[config.mk]
export PLATFORM = sky130hd
export DESIGN_NAME = therm_dac_encoder_flat
export DESIGN_NICKNAME = d
export VERILOG_FILES = /design/src/rtl/therm_dac_encoder_if.sv /design/src/rtl/therm_dac_encoder.sv /design/src/flat_wrapper.sv
export SDC_FILE = /design/constraint.sdc
export NUM_CORES = 1
export LEC_CHECK = 0
export CAP_MARGIN = 15
export CORE_ASPECT_RATIO = 0.6
export CORE_MARGIN = 2
export CORE_UTILIZATION = 45
export DETAILED_ROUTE_END_ITERATION = 6
export GPL_ROUTABILITY_DRIVEN = 0
export SLEW_MARGIN = 20
export SYNTH_ARGS = -nofsm -noshare
export SYNTH_HDL_FRONTEND = slang
export SYNTH_SLANG_ARGS = --single-unit
[constraint.sdc]
create_clock -name clk -period 3.8 [get_ports clk]
set_input_delay 0.57 -clock clk [delete_from_list [all_inputs] [get_ports clk]]
set_output_delay 0.57 -clock clk [all_outputs]
set_load 0.01 [all_outputs]
[src/rtl/therm_dac_encoder_if.sv]
`default_nettype none
// ============================================================================
// Module      : therm_dac_encoder_if
// Description : Handshake bundle for the binary-to-thermometer DAC encoder.
//               The master side supplies codes and drains unary words; the
//               slave side is the encoder itself.
// Revision    : 1.0 - initial release
// ============================================================================
interface therm_dac_encoder_if #(
    parameter int N_BITS = 4,
    parameter int N_ELEM = 15
);
    // Input side: binary code offered to the encoder
    logic              in_valid;
    logic              in_ready;
    logic [N_BITS-1:0] in_code;

    // Mode and pointer control, sampled by the encoder
    logic              dwa_en;
    logic              ptr_clr;

    // Output side: registered unary element enables
    logic              out_valid;
    logic              out_ready;
    logic [N_ELEM-1:0] therm_out;
    logic [N_BITS-1:0] ptr;

    // Code producer / word consumer
    modport master (
        output in_valid,
        output in_code,
        output dwa_en,
        output ptr_clr,
        output out_ready,
        input  in_ready,
        input  out_valid,
        input  therm_out,
        input  ptr
    );

    // Encoder
    modport slave (
        input  in_valid,
        input  in_code,
        input  dwa_en,
        input  ptr_clr,
        input  out_ready,
        output in_ready,
        output out_valid,
        output therm_out,
        output ptr
    );
endinterface
`default_nettype wire

[src/rtl/therm_dac_encoder.sv]
`default_nettype none
// ============================================================================
// Module      : therm_dac_encoder
// Description : Binary-to-thermometer encoder for the unary feedback DAC.
//               A k-valued code enables k of the N_ELEM elements. With data
//               weighted averaging enabled, the enabled run starts at a
//               wrap-around pointer that advances by k on every word, so
//               each element is used equally often over time.
//               Single registered output stage, full throughput, 1-cycle
//               latency, no combinational path from code to output.
// Revision    : 1.0 - initial release
// ============================================================================
module therm_dac_encoder #(
    parameter int N_BITS = 4,
    parameter int N_ELEM = 15
) (
    input  wire logic            clk,
    input  wire logic            rst_n,
    therm_dac_encoder_if.slave   bus
);

    // ------------------------------------------------------------------------
    // Constants
    // ------------------------------------------------------------------------
    // Element count at the widened pointer-arithmetic width
    localparam logic [N_BITS:0] c_ELEM      = (N_BITS+1)'(N_ELEM);

    // Output register state: EMPTY holds nothing, FULL presents a word
    localparam logic [0:0]      c_ST_EMPTY  = 1'b0;
    localparam logic [0:0]      c_ST_FULL   = 1'b1;

    // ------------------------------------------------------------------------
    // Registers
    // ------------------------------------------------------------------------
    logic [0:0]        r_state;
    logic [N_ELEM-1:0] r_therm;
    logic [N_BITS-1:0] r_ptr;

    // ------------------------------------------------------------------------
    // Handshake
    // ------------------------------------------------------------------------
    logic w_out_valid;
    logic w_in_ready;
    logic w_accept;

    assign w_out_valid = (r_state == c_ST_FULL);
    // A word can be taken whenever the output slot is free or is draining now
    assign w_in_ready  = !w_out_valid || bus.out_ready;
    assign w_accept    = bus.in_valid && w_in_ready;

    assign bus.in_ready  = w_in_ready;
    assign bus.out_valid = w_out_valid;
    assign bus.therm_out = r_therm;
    assign bus.ptr       = r_ptr;

    // ------------------------------------------------------------------------
    // Effective pointer: a clear request takes effect on the word it rides with
    // ------------------------------------------------------------------------
    logic [N_BITS-1:0] w_eff;

    assign w_eff = bus.ptr_clr ? '0 : r_ptr;

    // ------------------------------------------------------------------------
    // Plain thermometer mask: element i is on when i < k
    // ------------------------------------------------------------------------
    logic [N_ELEM-1:0] w_therm;

    for (genvar i = 0; i < N_ELEM; i++) begin : g_therm
        assign w_therm[i] = ((N_BITS+1)'(i) < {1'b0, bus.in_code});
    end

    // ------------------------------------------------------------------------
    // Rotation by the effective pointer within N_ELEM positions.
    // Output element j takes mask bit (j - eff) mod N_ELEM; N_ELEM is added
    // first so the difference stays non-negative, then removed at most once.
    // ------------------------------------------------------------------------
    logic [N_ELEM-1:0] w_rot;

    for (genvar j = 0; j < N_ELEM; j++) begin : g_rot
        logic [N_BITS:0]   w_src_raw;
        logic [N_BITS:0]   w_src_wrap;
        logic [N_BITS-1:0] w_src;

        assign w_src_raw  = (N_BITS+1)'(j) + c_ELEM - {1'b0, w_eff};
        assign w_src_wrap = (w_src_raw >= c_ELEM) ? (w_src_raw - c_ELEM)
                                                  : w_src_raw;
        assign w_src      = N_BITS'(w_src_wrap);
        assign w_rot[j]   = w_therm[w_src];
    end

    // ------------------------------------------------------------------------
    // Next pointer for averaging mode: (eff + k) mod N_ELEM with a single
    // conditional subtract; eff < N_ELEM and k <= N_ELEM keep the sum below
    // 2*N_ELEM, so one subtract always suffices.
    // ------------------------------------------------------------------------
    logic [N_BITS:0]   w_sum;
    logic [N_BITS-1:0] w_ptr_dwa;

    assign w_sum     = {1'b0, w_eff} + {1'b0, bus.in_code};
    assign w_ptr_dwa = (w_sum >= c_ELEM) ? N_BITS'(w_sum - c_ELEM)
                                         : N_BITS'(w_sum);

    // ------------------------------------------------------------------------
    // Word and pointer to load on accept, selected by the sampled mode
    // ------------------------------------------------------------------------
    logic [N_ELEM-1:0] w_word;
    logic [N_BITS-1:0] w_ptr_next;

    assign w_word     = bus.dwa_en ? w_rot     : w_therm;
    assign w_ptr_next = bus.dwa_en ? w_ptr_dwa : w_eff;

    // Output register state machine: load on accept, drain on transfer,
    // hold everything while stalled; a standalone clear only zeroes the pointer
    always_ff @(posedge clk or negedge rst_n) begin
        if (!rst_n) begin
            r_state <= c_ST_EMPTY;
            r_therm <= '0;
            r_ptr   <= '0;
        end else begin
            case (r_state)
                c_ST_EMPTY: begin
                    if (w_accept) begin
                        r_state <= c_ST_FULL;
                        r_therm <= w_word;
                        r_ptr   <= w_ptr_next;
                    end else if (bus.ptr_clr) begin
                        r_ptr   <= '0;
                    end
                end
                c_ST_FULL: begin
                    if (w_accept) begin
                        // Old word leaves and the new one lands in the same edge
                        r_therm <= w_word;
                        r_ptr   <= w_ptr_next;
                    end else begin
                        if (bus.out_ready) begin
                            r_state <= c_ST_EMPTY;
                        end
                        if (bus.ptr_clr) begin
                            r_ptr   <= '0;
                        end
                    end
                end
                default: begin
                    r_state <= c_ST_EMPTY;
                end
            endcase
        end
    end

endmodule
`default_nettype wire

[src/flat_wrapper.sv]
// flat-port wrapper written by rule: the top's interface ports become plain ports
module therm_dac_encoder_flat 
#(
    parameter int N_BITS = 4,
    parameter int N_ELEM = 15
)
  (clk, rst_n, bus_in_valid, bus_in_code, bus_dwa_en, bus_ptr_clr, bus_out_ready, bus_in_ready, bus_out_valid, bus_therm_out, bus_ptr);
  therm_dac_encoder_if #(.N_BITS(N_BITS), .N_ELEM(N_ELEM)) bus_i ();
  input  wire logic clk;
  input  wire logic rst_n;
  input wire logic [$bits(bus_i.in_valid)-1:0] bus_in_valid;
  input wire logic [$bits(bus_i.in_code)-1:0] bus_in_code;
  input wire logic [$bits(bus_i.dwa_en)-1:0] bus_dwa_en;
  input wire logic [$bits(bus_i.ptr_clr)-1:0] bus_ptr_clr;
  input wire logic [$bits(bus_i.out_ready)-1:0] bus_out_ready;
  output wire logic [$bits(bus_i.in_ready)-1:0] bus_in_ready;
  output wire logic [$bits(bus_i.out_valid)-1:0] bus_out_valid;
  output wire logic [$bits(bus_i.therm_out)-1:0] bus_therm_out;
  output wire logic [$bits(bus_i.ptr)-1:0] bus_ptr;
  assign bus_i.in_valid = bus_in_valid;
  assign bus_i.in_code = bus_in_code;
  assign bus_i.dwa_en = bus_dwa_en;
  assign bus_i.ptr_clr = bus_ptr_clr;
  assign bus_i.out_ready = bus_out_ready;
  assign bus_in_ready = bus_i.in_ready;
  assign bus_out_valid = bus_i.out_valid;
  assign bus_therm_out = bus_i.therm_out;
  assign bus_ptr = bus_i.ptr;
  therm_dac_encoder #(.N_BITS(N_BITS), .N_ELEM(N_ELEM)) u_core (.clk(clk), .rst_n(rst_n), .bus(bus_i));
endmodule
==> results of run 1 <==
==> cells by family (layout without fill, tap and decap cells) <==
logic type,count (synthesis),count (layout),share of synthesized area (%)
flops,20,20,14.6
compound gates,157,157,31.7
fa+ha+maj,34,34,11.0
simple gates,163,163,23.5
mux,18,18,5.47
buf+inv,61,88,8.35
xor+xnor,20,20,5.33
==> cells in the mapped netlist (4+ instances only) <==
master	instances	share of area, %
a211oi_1	6	1.3
a21boi_0	5	1.1
a21o_1	4	0.88
a21oi_1	39	5.7
a221o_1	4	1.2
a31oi_1	8	1.5
and2_1	8	1.5
buf_1	8	0.88
buf_2	12	1.8
buf_4	6	1.3
clkbuf_1	16	1.8
dfrtp_1	20	15
ha_1	11	4.0
inv_1	11	1.2
maj3_1	15	4.4
maj3_2	8	2.6
mux2_2	6	2.0
mux2i_1	12	3.5
nand2_1	44	4.8
nand2b_1	11	2.0
nand3_1	12	1.8
nor2_1	43	4.7
nor2b_1	9	1.6
nor3_1	10	1.5
nor4_1	6	1.1
o211ai_1	5	1.1
o21a_1	6	1.3
o21ai_0	27	3.9
o31ai_1	7	1.5
xnor2_1	14	3.6
xor2_1	5	1.3
==> power by group through the flow <==
stage	Clock [W]	Combinational, W	Sequential (W)
after floorplan	0	0.000499	0.000290
after global placement	0	0.000757	0.000273
after detailed placement	0	0.000764	0.000273
after CTS	0.000306	0.000768	0.000269
after global routing	0.000313	0.000849	0.000273
final	0.000305	0.000783	0.000269
==> state kept, by name, indices dropped and copies added (netlist names) <==
| register | count |
|---|---|
| u_core.bus.ptr | 4 |
| u_core.bus.therm_out | 15 |
| u_core.bus.out_valid | 1 |
==> area by class of cell <==
type / instances / area, um^2
Fill cell: 713 / 3300
Timing Repair Buffer: 69 / 593
Tap cell: 104 / 130
Clock inverter: 1 / 30.0
Inverter: 15 / 58.8
Clock buffer: 3 / 75.1
Sequential cell: 20 / 500
Multi-Input combinational cell: 392 / 2640
==> worst max-delay path by stage <==
stage,endpoint,start
3_5_place_dp,u_core.bus.therm_out[1],bus_ptr_clr
2_1_floorplan,u_core.bus.therm_out[0],bus_ptr_clr
4_1_cts,u_core.bus.therm_out[10],bus_ptr_clr
5_1_grt,u_core.bus.therm_out[5],bus_ptr_clr
6_report,u_core.bus.therm_out[10],bus_ptr_clr
3_3_place_gp,u_core.bus.therm_out[10],bus_ptr_clr
==> layer usage <==
metal  routed length (um)  vias up  global-route usage (%)
li1                     -     1792                       -
met1                 5680     1847                    47.5
met2                 4810      242                    40.7
met3                 1340       18                    7.45
met4                  163        0                    6.01
met5                    0        -                       0
==> per-stage QoR <==
step                      cell area (um^2)  hold WS (ns)  util [%]  instances
after detailed placement              3930         0.496      53.6        600
after floorplan                       3430         0.274         -        473
final                                 4030         0.500      55.0        604
after global routing                  4030         0.543      55.0        604
after global placement                3930         0.481      53.6        600
after CTS                             4030         0.510      55.0        604
==> critical path, stage by stage <==
cell and delay [ns]:
clkdlybuf4s50_1 0.57, nor2b_1 0.34, nor2_1 0.10, ha_1 0.37, o21ai_0 0.10, a21oi_1 0.18
mux2_2 0.35, maj3_1 0.36, maj3_1 0.38, a21oi_1 0.23, nor2_1 0.07
==> out/metrics.cfg, run 1 <==
[power]
vdd_drop_max_uv = 171
power.total_w = 0.00136
power.share.sequential_pct = 19.8
p_sw_w = 0.000557
power.static_leakage_nw = 1.52
share_comb_of_total_power_pct = 57.7
pwr_density_cell_mw_per_mm2 = 336
netSwitchingFraction_pct = 41.1
pint_w = 0.000799
share_clk_of_total_power_pct = 22.5

[clock_network]
tritoncts = yes
htree_num_levels = 1
clock_tree.root_cell = clkbuf_16
cts.hold.buffers_added = 0
clock_path_buffers = 2
clkLatencyLatePin_ns = 0.26
cts_sinks = 20
cts-resized-gates = 0
cts.clk_slew.worst_paths_ns = 0.06
cts_made_buffers = 3
post_cts_setup_inserts = 0

[worst_setup_path]
timing.critical_path.to_type = flip-flop
setup.reg_to_reg.worst_slack_ns = 0.91
worst-endpoint-arrival_ns = 3.63
worst-setup-path-type = in -> reg
critical_path.max_fanout = 7
terminus_of_the_critical_flop_to_flop_path = u_core.bus.therm_out[10]
start_kind = input pin
worst-endpoint-required_ns = 3.95
r2r_start = u_core.bus.ptr[1]
ff2ff_path_depth = 10

[route]
wl_per_cell_um = 19.9
avgViaCountPerCell = 6.46
remaining_drc_errors = 0
first_iteration_detailed_routing_drc_count = 541
drtAntennaViolNets = 0
first_pass_iters = 5
detail_route.wirelength_mm = 12.0
vias = 3899

[floorplanning]
floorplan.initialDensity_pct = 46.8
std_cell_rows = 24
io_pins = 31
die_height_um = 71.6
fp.coreArea_mm2 = 0.00733
fp.dieW_um = 117
fp.dieArea_mm2 = 0.00836

[finish]
fraction_of_layout_cells_with_a_size_suffix_above_1_pct = 14.4
most_frequent_standard_cell_in_the_layout_excluding_fill_and_tap_cells = nand2_1
finish.net_count = 522
layout_common_cells = nand2_1 (44), nor2_1 (43), a21oi_1 (39), buf_4 (39), clkdlybuf4s50_1 (30)
diodes = 0
area_added_between_synthesis_and_finish_pct = 17.5

[logic_synthesis]
synth.distinct_cells = 73
synth-seq-cells = 20
ys.warnings.count = 0
yosysSeqAreaShare_pct = 14.6
syn_inst = 473
synthArstFlopShare_pct = 100
edff_count_synth = 0
syn-mean-instance-area_um2 = 7.25
synth_nets = 494
synth_ff_type = dfrtp_1
mappedNetlistArea_mm2 = 0.00343

[hold_path]
holdPathEnd = u_core.bus.therm_out[6]
worstHoldStart = u_core.bus.therm_out[6]
hold_path.class = reg -> reg
hold_path_depth = 1

[sta]
tightest_slew_ns = 0.666
setup_viol = 0
final_layout_setup_total_negative_slack_ns = 0
final_hold_viol_count = 0
finalWorstSetupSlack_ns = 0.320
timing.final.max_slew_violations = 0
fin_worst_skew_ns = 0.00304
min_period_over_period_pct = 91.6
fmax_mhz = 287
fin_crit_ns = 3.48
slew_headroom_pct = 55.5
grt_setup_unrepaired = no

[outcome]
outcome = complete, no violations

[global_routing]
globalRouteTotalUtil_pct = 30.0
initial_antenna_violation_count = 0
grt_overflow = 0
grt_pass1_wl_mm = 19.3
grt_max_degree = 32
number_of_global_route_vias_before_repair = 3532

[placed_design]
pre_cts_setup_slack_ns = 0.104
detailedPlacementHpwl_mm = 8.96
io_buffers = 30

[flow_run]
maxCapViolCount = 0

(Power assumes the default switching activity.)
==> inputs of run 2 (changes only) <==
--- a/config.mk
+++ b/config.mk
@@ -11,6 +11,7 @@
 export CORE_UTILIZATION = 45
 export DETAILED_ROUTE_END_ITERATION = 6
 export GPL_ROUTABILITY_DRIVEN = 0
+export PLACE_DENSITY_LB_ADDON = 0.05
 export SLEW_MARGIN = 20
 export SYNTH_ARGS = -nofsm -noshare
 export SYNTH_HDL_FRONTEND = slang
==> run 2 against run 1 <==
Net effect:
- count of clock-buffer cells in the layout is 1 higher
- die area stayed put
- first-iteration DRC count is 15% lower
- cell count is 0.50% lower
- worst hold slack worse by 0.20 ns
- clock power is 18% lower
- highest routed layer unchanged
==> out/metrics.cfg, run 2 (same netlist as run 1, synthesis figures left out) <==
[worst_setup_path]
critical_path.n_buffers_inverters = 2
critical_path.max_fanout = 5
r2r_start = u_core.bus.ptr[2]
start_kind = input pin
worst-endpoint-required_ns = 3.94
worstPathCellList = clkdlybuf4s50_1 > buf_4 > nand2b_1 > ha_1 > o21ai_0 > a21oi_1 > mux2_2 > maj3_1 > maj3_1 > a21oi_1 > nor2_1
path_delay_family = adder cells
timing.critical_path.to_type = flip-flop
worst-setup-path-type = in -> reg
max_stage_delay_ns = 0.45
worst-endpoint-arrival_ns = 3.50
ff2ff_path_depth = 11
cp_slowest_cell = clkdlybuf4s50_1
terminus_of_the_critical_flop_to_flop_path = u_core.bus.therm_out[2]
setup.reg_to_reg.worst_slack_ns = 0.87

[power]
vdd_drop_max_uv = 148
pwr_density_cell_mw_per_mm2 = 325
power.static_leakage_nw = 1.50

[clock_network]
tritoncts = yes
clock_tree.root_cell = clkbuf_16
cts_made_buffers = 3
cts.clk_slew.worst_paths_ns = 0.06
cts_sinks = 20
htree_num_levels = 1
post_cts_setup_inserts = 0
cts.hold.buffers_added = 0
clkLatencyLatePin_ns = 0.26
clock_path_buffers = 2
cts-resized-gates = 0

[finish]
fraction_of_layout_cells_with_a_size_suffix_above_1_pct = 14.1
multi_input_comb_area_mm2 = 0.00264
fillers = 748
ff_latch_area_um2 = 500
most_frequent_standard_cell_in_the_layout_excluding_fill_and_tap_cells = nand2_1
largest_register_ff_count = 15
diodes = 0
layout_common_cells = nand2_1 (44), nor2_1 (43), a21oi_1 (39)
area_added_between_synthesis_and_finish_pct = 16.2
finish.net_count = 519

[sta]
finalWorstSetupSlack_ns = 0.446
final_layout_setup_total_negative_slack_ns = 0
setup_viol = 0
tightest_slew_ns = 0.708
timing.final.max_slew_violations = 0
fmax_mhz = 298
final_hold_viol_count = 0
min_period_over_period_pct = 88.3
slew_headroom_pct = 52.7
grt_setup_unrepaired = no
fin_worst_skew_ns = 0.00344
fin_crit_ns = 3.35

[route]
first_pass_iters = 5
remaining_drc_errors = 0
vias = 3789
wl_per_cell_um = 20.1
avgViaCountPerCell = 6.30
first_iteration_detailed_routing_drc_count = 461
drtAntennaViolNets = 0
detail_route.wirelength_mm = 12.1

[global_routing]
globalRouteTotalUtil_pct = 30.1
number_of_global_route_vias_before_repair = 3403
grt_overflow = 0
grt_max_degree = 34
initial_antenna_violation_count = 0
grt_pass1_wl_mm = 19.3

[outcome]
outcome = complete, no violations

[floorplanning]
io_pins = 31
floorplan.initialDensity_pct = 46.8
std_cell_rows = 24
fp.dieArea_mm2 = 0.00836
fp.dieW_um = 117
fp.coreArea_mm2 = 0.00733
die_height_um = 71.6

[placed_design]
detailedPlacementHpwl_mm = 8.81
io_buffers = 30
pre_cts_setup_slack_ns = 0.209

[flow_run]
maxCapViolCount = 0

[hold_path]
hold_path.class = in -> async

## run 2: cell types whose count changed in the layout (fill, tap and decap cells not counted), sizes merged
cell           before  now
buf                39   37
bufinv              1    0
clkbuf              3    4
clkdlybuf4s50      30   29
## run 2: per-stage QoR
stage	std cells	area, um^2	total power (W)	hold WS (ns)	utilization [%]
after floorplan	473	3430	0.000789	0.274	-
after global routing	601	3990	0.00138	0.340	54.4
after global placement	597	3900	0.00103	0.482	53.3
final	601	3990	0.00130	0.300	54.4
after detailed placement	597	3900	0.00103	0.487	53.2
after CTS	601	3990	0.00129	0.314	54.4
## run 2: worst max path at each step
| stage | cells past startpoint | startpoint | end | slack (ns) |
|---|---|---|---|---|
| final | 11 | bus_ptr_clr | u_core.bus.therm_out[10] | 0.45 |
| after global placement | 11 | bus_ptr_clr | u_core.bus.therm_out[10] | 0.22 |
| after detailed placement | 11 | bus_ptr_clr | u_core.bus.therm_out[10] | 0.21 |
| after global routing | 11 | bus_ptr_clr | u_core.bus.therm_out[10] | 0.25 |
| after CTS | 11 | bus_ptr_clr | u_core.bus.therm_out[10] | 0.46 |
| after floorplan | 14 | bus_ptr_clr | u_core.bus.therm_out[0] | 0.52 |
## run 2: cell type report
class                   instances  share of cell area, %
clock buffers                   4                   2.23
flip-flops and latches         20                   12.6
well taps                     104                   3.26
repair buffers                 66                   14.2
inverters                      15                   1.48
multi-input cells             392                   66.3
## run 2: report_power, final
group | total, W | internal (W) | leakage [nW] | switching, W
registers | 0.000269 | 0.000249 | 0.241 | 0.0000204
logic | 0.000777 | 0.000338 | 1.22 | 0.000439
clock network | 0.000251 | 0.000161 | 0.0442 | 0.0000896
total | 0.00130 | 0.000748 | 1.50 | 0.000549
## run 2: per-layer routing
metal	up-vias	track usage, %	wire, um
met5	-	0	0
met4	0	4.71	133
met3	11	5.67	1140
met2	183	41.9	4840
met1	1805	48.2	5940
li1	1790	-	-
## run 2: worst reg2reg max path, cell delays in order (launching register included)
cell	delay, ns
dfrtp_1	0.37
nor2b_1	0.13
buf_4	0.16
nor2_1	0.17
ha_1	0.32
nor2b_1	0.16
o31ai_1	0.22
a21oi_1	0.08
maj3_1	0.36
maj3_2	0.31
maj3_2	0.32
o221a_1	0.21
==> inputs of run 3 (changes only) <==
--- a/config.mk
+++ b/config.mk
@@ -5,7 +5,7 @@
 export SDC_FILE = /design/constraint.sdc
 export NUM_CORES = 1
 export LEC_CHECK = 0
-export CAP_MARGIN = 15
+export CAP_MARGIN = 30
 export CORE_ASPECT_RATIO = 0.6
 export CORE_MARGIN = 2
 export CORE_UTILIZATION = 45
==> results of run 3 <==
Final layout, timing and power as in run 2 (identical DEF).
